**config.mk**
```make
export PLATFORM = sky130hd
export DESIGN_NAME = echo_fifo_reader
export DESIGN_NICKNAME = d
export VERILOG_FILES = /design/src/rtl/ultrasound_pkg.sv /design/src/rtl/word_queue.sv /design/src/rtl/echo_fifo_reader.sv
export SDC_FILE = /design/constraint.sdc
export NUM_CORES = 1
export LEC_CHECK = 0
export BUFFER_PORTS_ARGS = -buffer_cell sky130_fd_sc_hd__buf_2
export CAP_MARGIN = 0
export CORE_MARGIN = 10
export CORE_UTILIZATION = 50
export DETAILED_ROUTE_END_ITERATION = 8
export HOLD_SLACK_MARGIN = 0.12
export PLACE_DENSITY = 0.72
export SLEW_MARGIN = 10
export SYNTH_ARGS = -nofsm -noshare
export SYNTH_HDL_FRONTEND = slang
export SYNTH_SLANG_ARGS = --single-unit
```
**constraint.sdc**
```tcl
create_clock -name CLK -period 3.1 [get_ports CLK]
set_input_delay 0.62 -clock CLK [delete_from_list [all_inputs] [get_ports CLK]]
set_output_delay 0.62 -clock CLK [all_outputs]
set_load 0.05 [all_outputs]
```
**src/rtl/ultrasound_pkg.sv**
```systemverilog
// Shared definitions for the ultrasound acquisition readout path.
package ultrasound_pkg;

    typedef enum logic [3:0] {
        IDLE   = 4'b0001,
        RUN    = 4'b0010,
        DRAIN  = 4'b0100,
        FINISH = 4'b1000
    } state_t;

    localparam int LANE_W = 16;
    localparam int QDEPTH = 4;
    localparam int QPTR_W = $clog2(QDEPTH);
    localparam int QCNT_W = $clog2(QDEPTH + 1);

endpackage

```
**src/rtl/word_queue.sv**
```systemverilog
// Small synchronous FIFO holding packed output words plus their last flag.
module word_queue
    import ultrasound_pkg::*;
#(
    parameter int WIDTH = 33
) (
    input  logic              CLK,
    input  logic              RESET,
    input  logic              flush,
    input  logic              push,
    input  logic [WIDTH-1:0]  push_data,
    input  logic              pop,
    output logic [WIDTH-1:0]  head,
    output logic [QCNT_W-1:0] count
);

    logic [WIDTH-1:0]  mem [QDEPTH];
    logic [QPTR_W-1:0] rd_ptr, wr_ptr;
    logic              do_push, do_pop;

    assign do_push = push && (count != QCNT_W'(QDEPTH));
    assign do_pop  = pop && (count != '0);
    assign head    = mem[rd_ptr];

    always_ff @(posedge CLK) begin
        if (do_push) mem[wr_ptr] <= push_data;
    end

    always_ff @(posedge CLK) begin
        if (RESET || flush) begin
            rd_ptr <= '0;
            wr_ptr <= '0;
            count  <= '0;
        end else begin
            if (do_push) wr_ptr <= wr_ptr + 1'b1;
            if (do_pop)  rd_ptr <= rd_ptr + 1'b1;
            count <= count + QCNT_W'(do_push) - QCNT_W'(do_pop);
        end
    end

endmodule

```
**src/rtl/echo_fifo_reader.sv**
```systemverilog
// Drains one echo worth of ADC samples from the sample FIFO and emits them
// two-per-word on a valid/ready stream, aborting if the FIFO stays empty too long.
module echo_fifo_reader
    import ultrasound_pkg::*;
#(
    parameter int DATA_WIDTH     = 12,
    parameter int SAMPLES_WIDTH  = 32,
    parameter int TIMEOUT_CYCLES = 1024
) (
    input  logic                     CLK,
    input  logic                     RESET,
    input  logic                     START,
    input  logic [SAMPLES_WIDTH-1:0] SAMPLE_COUNT,
    output logic                     BUSY,
    output logic                     DONE,
    output logic                     ERR_TIMEOUT,
    output logic                     FIFO_RDREQ,
    input  logic [DATA_WIDTH-1:0]    FIFO_Q,
    input  logic                     FIFO_EMPTY,
    output logic [31:0]              OUT_DATA,
    output logic                     OUT_VALID,
    input  logic                     OUT_READY,
    output logic                     OUT_LAST
);

    localparam int TW = $clog2(TIMEOUT_CYCLES + 1);

    state_t                   state, state_nxt;
    logic [SAMPLES_WIDTH-1:0] req_rem, cap_rem;
    logic                     rd_pend, half, fin_hold, err;
    logic [LANE_W-1:0]        lo, q_ext;
    logic [TW-1:0]            tmo_cnt;
    logic                     start_acc, starved, abort, issue, push, pop;
    logic [32:0]              push_word, head;
    logic [QCNT_W-1:0]        q_count;

    assign start_acc = START && (state == IDLE);
    assign starved   = (state == RUN) && (req_rem != '0) && FIFO_EMPTY;
    assign abort     = starved && (tmo_cnt == TW'(TIMEOUT_CYCLES - 1));
    // Threshold of 2 leaves room for the word completed by a read still in flight.
    assign issue     = (state == RUN) && (req_rem != '0) && !FIFO_EMPTY
                       && (q_count <= QCNT_W'(2));
    assign pop       = OUT_VALID && OUT_READY;

    // Capture path: the odd sample completes a word; a trailing even sample goes out alone.
    always_comb begin
        q_ext     = LANE_W'(FIFO_Q);
        push      = 1'b0;
        push_word = '0;
        if (rd_pend) begin
            if (half) begin
                push      = 1'b1;
                push_word = {cap_rem == SAMPLES_WIDTH'(1), q_ext, lo};
            end else if (cap_rem == SAMPLES_WIDTH'(1)) begin
                push      = 1'b1;
                push_word = {1'b1, LANE_W'(0), q_ext};
            end
        end
    end

    word_queue #(.WIDTH(33)) u_queue (
        .CLK       (CLK),
        .RESET     (RESET),
        .flush     (abort),
        .push      (push),
        .push_data (push_word),
        .pop       (pop),
        .head      (head),
        .count     (q_count)
    );

    always_comb begin
        state_nxt = state;
        unique case (state)
            IDLE:    if (START) state_nxt = (SAMPLE_COUNT == '0) ? FINISH : RUN;
            RUN: begin
                if (abort)                                        state_nxt = FINISH;
                else if (issue && req_rem == SAMPLES_WIDTH'(1))   state_nxt = DRAIN;
            end
            DRAIN:   if (pop && head[32]) state_nxt = FINISH;
            FINISH:  if (!fin_hold) state_nxt = IDLE;
            default: state_nxt = IDLE;
        endcase
    end

    // A zero-length echo spends one busy cycle in FINISH before pulsing DONE.
    assign DONE        = (state == FINISH) && !fin_hold;
    assign BUSY        = (state != IDLE) && !DONE;
    assign FIFO_RDREQ  = issue;
    assign ERR_TIMEOUT = err;
    assign OUT_VALID   = (q_count != '0);
    assign OUT_DATA    = OUT_VALID ? head[31:0] : 32'h0;
    assign OUT_LAST    = OUT_VALID && head[32];

    always_ff @(posedge CLK) begin
        if (RESET) begin
            state    <= IDLE;
            req_rem  <= '0;
            cap_rem  <= '0;
            rd_pend  <= 1'b0;
            half     <= 1'b0;
            lo       <= '0;
            tmo_cnt  <= '0;
            fin_hold <= 1'b0;
            err      <= 1'b0;
        end else begin
            state    <= state_nxt;
            rd_pend  <= issue;
            fin_hold <= 1'b0;
            tmo_cnt  <= starved ? tmo_cnt + TW'(1) : '0;
            if (issue) req_rem <= req_rem - SAMPLES_WIDTH'(1);
            if (rd_pend) begin
                cap_rem <= cap_rem - SAMPLES_WIDTH'(1);
                if (!half) lo <= q_ext;
                half <= !half;
            end
            if (start_acc) begin
                req_rem  <= SAMPLE_COUNT;
                cap_rem  <= SAMPLE_COUNT;
                half     <= 1'b0;
                tmo_cnt  <= '0;
                err      <= 1'b0;
                fin_hold <= (SAMPLE_COUNT == '0);
            end
            if (abort) begin
                err     <= 1'b1;
                rd_pend <= 1'b0;
                half    <= 1'b0;
                req_rem <= '0;
                cap_rem <= '0;
            end
        end
    end

endmodule

```
# Word-level counts from Yosys, hierarchy flattened
# Memories as Yosys holds them, arrays and structs flattened. A register that Yosys moved wholly into a read port is not among the register bits.
# Index checks and enable logic that the tools add are counted.
# classes
reduce_logical,31
addsub,7
n_eq_ne,13
n_lt_le_gt_ge,1
n_bitwise,3
n_mux,24
# op_table
operator,count
$mux 32,5
$mux 33,3
$eq 32x1->1 const B,2
$sub 32x1->32 const B,2
$logic_not 32->1,1
$reduce_bool 32->1,1
$mux 4,6
$pmux 4 s4,1
$logic_and 1x1->1,14
$add 11x1->11 const B,1
$eq 11x10->1 const B,1
$mux 1,7
$ne 2x2->1 const B,3
$reduce_bool 2->1,3
$reduce_or 3->1,2
$add 2x1->2 const B,2
$eq 4x1->1 const B,1
$eq 4x2->1 const B,1
$eq 4x3->1 const B,1
$eq 4x4->1 const B,1
$logic_not 1->1,4
$mux 2,2
$ne 4x1->1 const B,1
$reduce_and 4->1,1
other kinds (10),13
# totals
word_cells,92
in_bits,49
out_inout_bits,38
register_bits,102
ram_bits,132
n_memories,1
# mem_list
memory,words,width,rd,rd_clocked_by_memory_dff,write_ports,line_no,source
u_queue.mem,4,33,1,1,1,word_queue.sv:17,logic [WIDTH-1:0] mem [QDEPTH];

# Longest topological paths before layout
# logic_depth
depth_word,8
ltp_mapped,11
ltp_nobuf,10

# Cells and area by module
# From an unflattened synthesis, not the netlist that was laid out.
# hier_totals
hier_cells,889
area_unflattened_um2,10665.2
# by_module_without_submodules
mod,cells_per_inst,seq_area_each_um2,area_per_inst_um2,n_inst
echo_fifo_reader,671,1901.8,5400.2,1
word_queue,218,4144.0,5265.0,1

# Worst setup path after synthesis
# No wires, ideal clock.
# synth_timing
path_type,reg2reg
from,register cap_rem[2]
to,memory u_queue.mem[0][0] (enable)
period_less_slack_ns,3.169
required_time_ns,2.716
setup_ns,0.384
n_path_buf,2
arrival_ns,2.785
path_stages_with_launch,7
path_slack_ns,-0.069
path_cell_list,dfxtp_1 -> or4_1 -> clkbuf_1 -> or4_4 -> buf_6 -> o41ai_4 -> and3_1
# synth_via
elab_chain_cells,7
# synth_lines
item,line_no,source
start: declaration,echo_fifo_reader.sv:29,"logic [SAMPLES_WIDTH-1:0] req_rem, cap_rem;"
start signal: assignment,echo_fifo_reader.sv:113,cap_rem <= cap_rem - SAMPLES_WIDTH'(1);
$eq 32x1->1,echo_fifo_reader.sv:54,end else if (cap_rem == SAMPLES_WIDTH'(1)) begin
$mux 1,echo_fifo_reader.sv:54,
$mux 1,echo_fifo_reader.sv:51,if (half) begin
$mux 1,echo_fifo_reader.sv:50,if (rd_pend) begin
$logic_and 1x1->1,word_queue.sv:21,assign do_push = push && (count != QCNT_W'(QDEPTH));
$mux 1,word_queue.sv:26,if (do_push) mem[wr_ptr] <= push_data;
$mux 1 (not written as such),word_queue.sv:26,
end: declaration,word_queue.sv:17,
# Every way passes these cells.

# Final worst setup path
# layout_timing
from,register cap_rem[8]
to,register u_queue.count[2]
# layout_via
elab_chain_cells,7
# layout_lines
item,line_no,source
$eq 32x1->1,echo_fifo_reader.sv:54,
$mux 1,echo_fifo_reader.sv:54,
$mux 1,echo_fifo_reader.sv:51,
$mux 1,echo_fifo_reader.sv:50,
$logic_and 1x1->1,word_queue.sv:21,
net u_queue.do_push,word_queue.sv:19,"logic do_push, do_pop;"
$add 3x1->3,word_queue.sv:37,count <= count + QCNT_W'(do_push) - QCNT_W'(do_pop);
$sub 3x1->3,word_queue.sv:37,
end signal: assignment,word_queue.sv:37,
end: declaration,word_queue.sv:14,output logic [QCNT_W-1:0] count
# The timed path passes the listed nets, and every way through them passes these cells.
# A chain may end at the register's enable or synchronous reset.

==> out/summary.txt <==
DRC: 0
Fillers: 1,547
Drt total wl: 23.09 mm
Worst-Margin Slew: 925.8 ps
# clock sinks: 204
Area growth from synthesis to layout: 16.29%
Io pins: 87
Post-synthesis cell count: 869
H-tree depth: 1
First-pass GRT wire length: 36.75 mm
Min-Delay Path Class: in2reg
Maximum vdd drop: 0.6155 mV
Cell Count, Final, Fillers Out: 1,230
Largest family of logic cells by synthesized area: simple AND/OR/NAND/NOR gates
Global route overflow: 0
CTS tree: done
Int Pwr: 0.006095 W
Reg power frac: 33.9%
DPL Wire Length: 15.82 mm
Setup violators final: 0
Post-Syn Area per Cell: 11.06 um^2
Design Area, Final: 11,180 um^2
Synthesized-area fraction occupied by adder cells: 1.770%
EDFF count, synth: 100
Primary FF master, synth: dfxtp_1
Min-Delay Path Depth: 3
Clock power share: 26.9%
Kind of critical path: reg2reg
Min-delay src: FIFO_Q[10]
Hold path endpoint: lo[10]
Total iterations of the first detailed-routing run: 6
Die area: 25,180 um^2
Worst slew margin: 38.15%
Core area: 18,830 um^2
R2R depth: 9
RSZ-0062 raised after global routing: false
Setup Buffers After CTS: 0
Pwr dens: 887.9 nW/um^2
R2R Path End: u_queue.count[2]
Async S/R FF share, synth: 0%
Inst Count DP: 1,189
Vias in the first global route: 7,111
CTS Buf Count: 22
Die width: 158.7 um
Total negative slack: 0 ps
Synth Area in Compound Gates: 12.23%
Final net count: 1,015
Clock latency on the worst-skew pair: 490 ps
Endpoints failing hold: 0
Clock Path Buffers: 3
Vias per cell: 5.826
Worst reg2reg setup slack: 130 ps
FP Rows: 50
Pin count of the biggest net entering global routing: 72
Total number of vias: 7,166
Lkg Pwr: 4.089 nW
CP Max Fanout: 5
Most frequent cells in the layout: 103 x dfxtp_1, 100 x edfxtp_1, 78 x buf_2
Routed wire length per instance: 18.77 um
Combinational Power Share: 39.2%
Final slew viol count: 0
Port Buf Inserts: 78
Crit. End Element: register
First-iteration detailed-routing DRC count: 607
Fin crit period: 2974 ps
Commonest non-fill, non-tap cell in the layout: dfxtp_1
Placed cell area: 10,410 um^2
Unique cell type count in the Yosys netlist: 63
Mux cell area share after synthesis: 5.856%
Switching power: 0.003833 W
Initial core utilization: 51.06%
Critical path startpoint category: register
Final period util: 95.92%
Number of routed nets with antenna violations: 0
Status: finished clean
Sw Share: 38.61%
Clock skew: 11.10 ps
Max-cap violations: 0
Vert. Die Dim: 158.7 um
Synth Area in Simple Gates: 19.06%
Critical path data required time: 3450 ps
Clk slew on worst S/H paths: 60 ps
Max Fclk: 336.3 MHz
Synth Warn #: 0
Synth Register Bits: 204
Sequential area share after synthesis: 52.88%
Xor and xnor area share after synthesis: 4.645%
Share of cells above drive strength 1: 21.26%
RR Startpoint: cap_rem[8]
Syn Std Cell Area: 9615 um^2
GRT Total Usage: 18.21%
Power, Total: 0.009928 W
GP Congestion: 0.8583
Initial antenna violation count: 1
Clk Tree Root Cell: clkbuf_16
WP data arrival: 3330 ps
[registers in the layout (all words and copies together), names as in the netlist, named ones only]
signal / cells
ERR_TIMEOUT: 1
cap_rem: 32
fin_hold: 1
half: 1
lo: 12
rd_pend: 1
req_rem: 32
state: 4
tmo_cnt: 11
u_queue.count: 3
u_queue.mem: 100
u_queue.rd_ptr: 2
u_queue.wr_ptr: 2
[per-layer routing]
| layer | wire (um) | global-route usage (%) | part of all wire (%) |
|---|---|---|---|
| met1 | 9511 | 22.44 | 41 |
| met2 | 11550 | 31.79 | 50 |
| met3 | 1309 | 2.617 | 5.7 |
| met4 | 710 | 6.573 | 3.1 |
| met5 | 0 | 0 | 0 |
[how the worst max path moves through the flow]
| stage | start | end |
|---|---|---|
| 2_1_floorplan | cap_rem[2] | u_queue.count[2] |
| 3_5_place_dp | cap_rem[8] | u_queue.count[2] |
| 6_report | cap_rem[8] | u_queue.count[2] |
| 5_1_grt | cap_rem[8] | u_queue.count[2] |
| 4_1_cts | cap_rem[8] | u_queue.count[2] |
| 3_3_place_gp | cap_rem[8] | u_queue.count[2] |
[power by group through the flow]
stage	sequential [W]	clock (W)	combinational [W]
floorplan	0.00331	0	0.00298
global placement	0.00340	0	0.00383
detailed placement	0.00341	0	0.00387
CTS	0.00336	0.00272	0.00390
global route	0.00341	0.00283	0.00420
finish	0.00336	0.00267	0.00389
[critical path, stage by stage (launching register included)]
cell,delay [ps]
dfxtp_1,350
or4_4,570
or4_4,570
o41a_1,450
nor2_1,120
ha_1,150
inv_1,40
fa_1,370
xnor2_1,170
nor2_1,50
[stage by stage]
stage                     worst slack [ps]  hold slack, ps  util [%]
after floorplan                      58.82           429.9         -
after global routing                 8.369           402.4     59.37
after CTS                            26.40           388.0     59.28
final                                126.3           401.4     59.38
after global placement               77.91           442.1     55.29
after detailed placement             31.57           446.5     55.29
[cells in the mapped netlist, types with 4 or more instances]
| cell | instances | area, um^2 |
|---|---|---|
| a211oi_2 | 7 | 87.58 |
| and2_1 | 35 | 219.0 |
| or3_1 | 9 | 56.30 |
| nand2_1 | 63 | 236.5 |
| nand2b_1 | 6 | 37.54 |
| nor3_1 | 16 | 80.08 |
| xor2_1 | 23 | 201.4 |
| nand4_1 | 14 | 87.58 |
| o311ai_1 | 4 | 35.03 |
| a22o_1 | 12 | 105.1 |
| o21ai_1 | 10 | 50.05 |
| mux4_2 | 25 | 563.0 |
| a211oi_1 | 29 | 217.7 |
| o31a_1 | 4 | 35.03 |
| nor4_2 | 10 | 125.1 |
| a22oi_1 | 7 | 52.55 |
| clkbuf_1 | 46 | 172.7 |
| nor2_1 | 71 | 266.5 |
| ha_1 | 12 | 150.1 |
| a31oi_1 | 21 | 131.4 |
| nand3b_1 | 4 | 30.03 |
| and3_1 | 19 | 118.9 |
| edfxtp_1 | 100 | 3003 |
| a21oi_1 | 30 | 150.1 |
| nor4_1 | 23 | 143.9 |
| nand3_1 | 32 | 160.2 |
| o211ai_1 | 9 | 67.56 |
| buf_4 | 8 | 60.06 |
| dfxtp_1 | 104 | 2082 |
| xnor2_1 | 28 | 245.2 |
| or4_1 | 13 | 97.59 |
| inv_1 | 19 | 71.32 |
[cell type report]
cell class	instances	area [um^2]	area share, %
sequential	204	5086	45.48
multi-input combinational	593	4245	37.97
timing repair buffer	112	695.7	6.221
clock buffer	33	661.9	5.919
tap	260	325.3	2.909
clock inverter	7	90.09	0.8056
inverter	20	75.07	0.6714
antenna	1	2.502	0.02238
[cell families (layout without fill, tap and decap cells)]
logic type | after synthesis | after routing
compound gates | 160 | 160
xor+xnor | 51 | 51
fa+ha+maj | 13 | 13
buf+inv | 79 | 172
flops | 204 | 204
mux | 25 | 25
other cells | 1 | 9
simple gates | 336 | 336
[what timing repair did]
item	4_1_cts	5_1_grt
hold buffers	0	0
endpoints found under the setup margin	0	32
gates resized for setup	0	4
(Power assumes the default switching activity.)
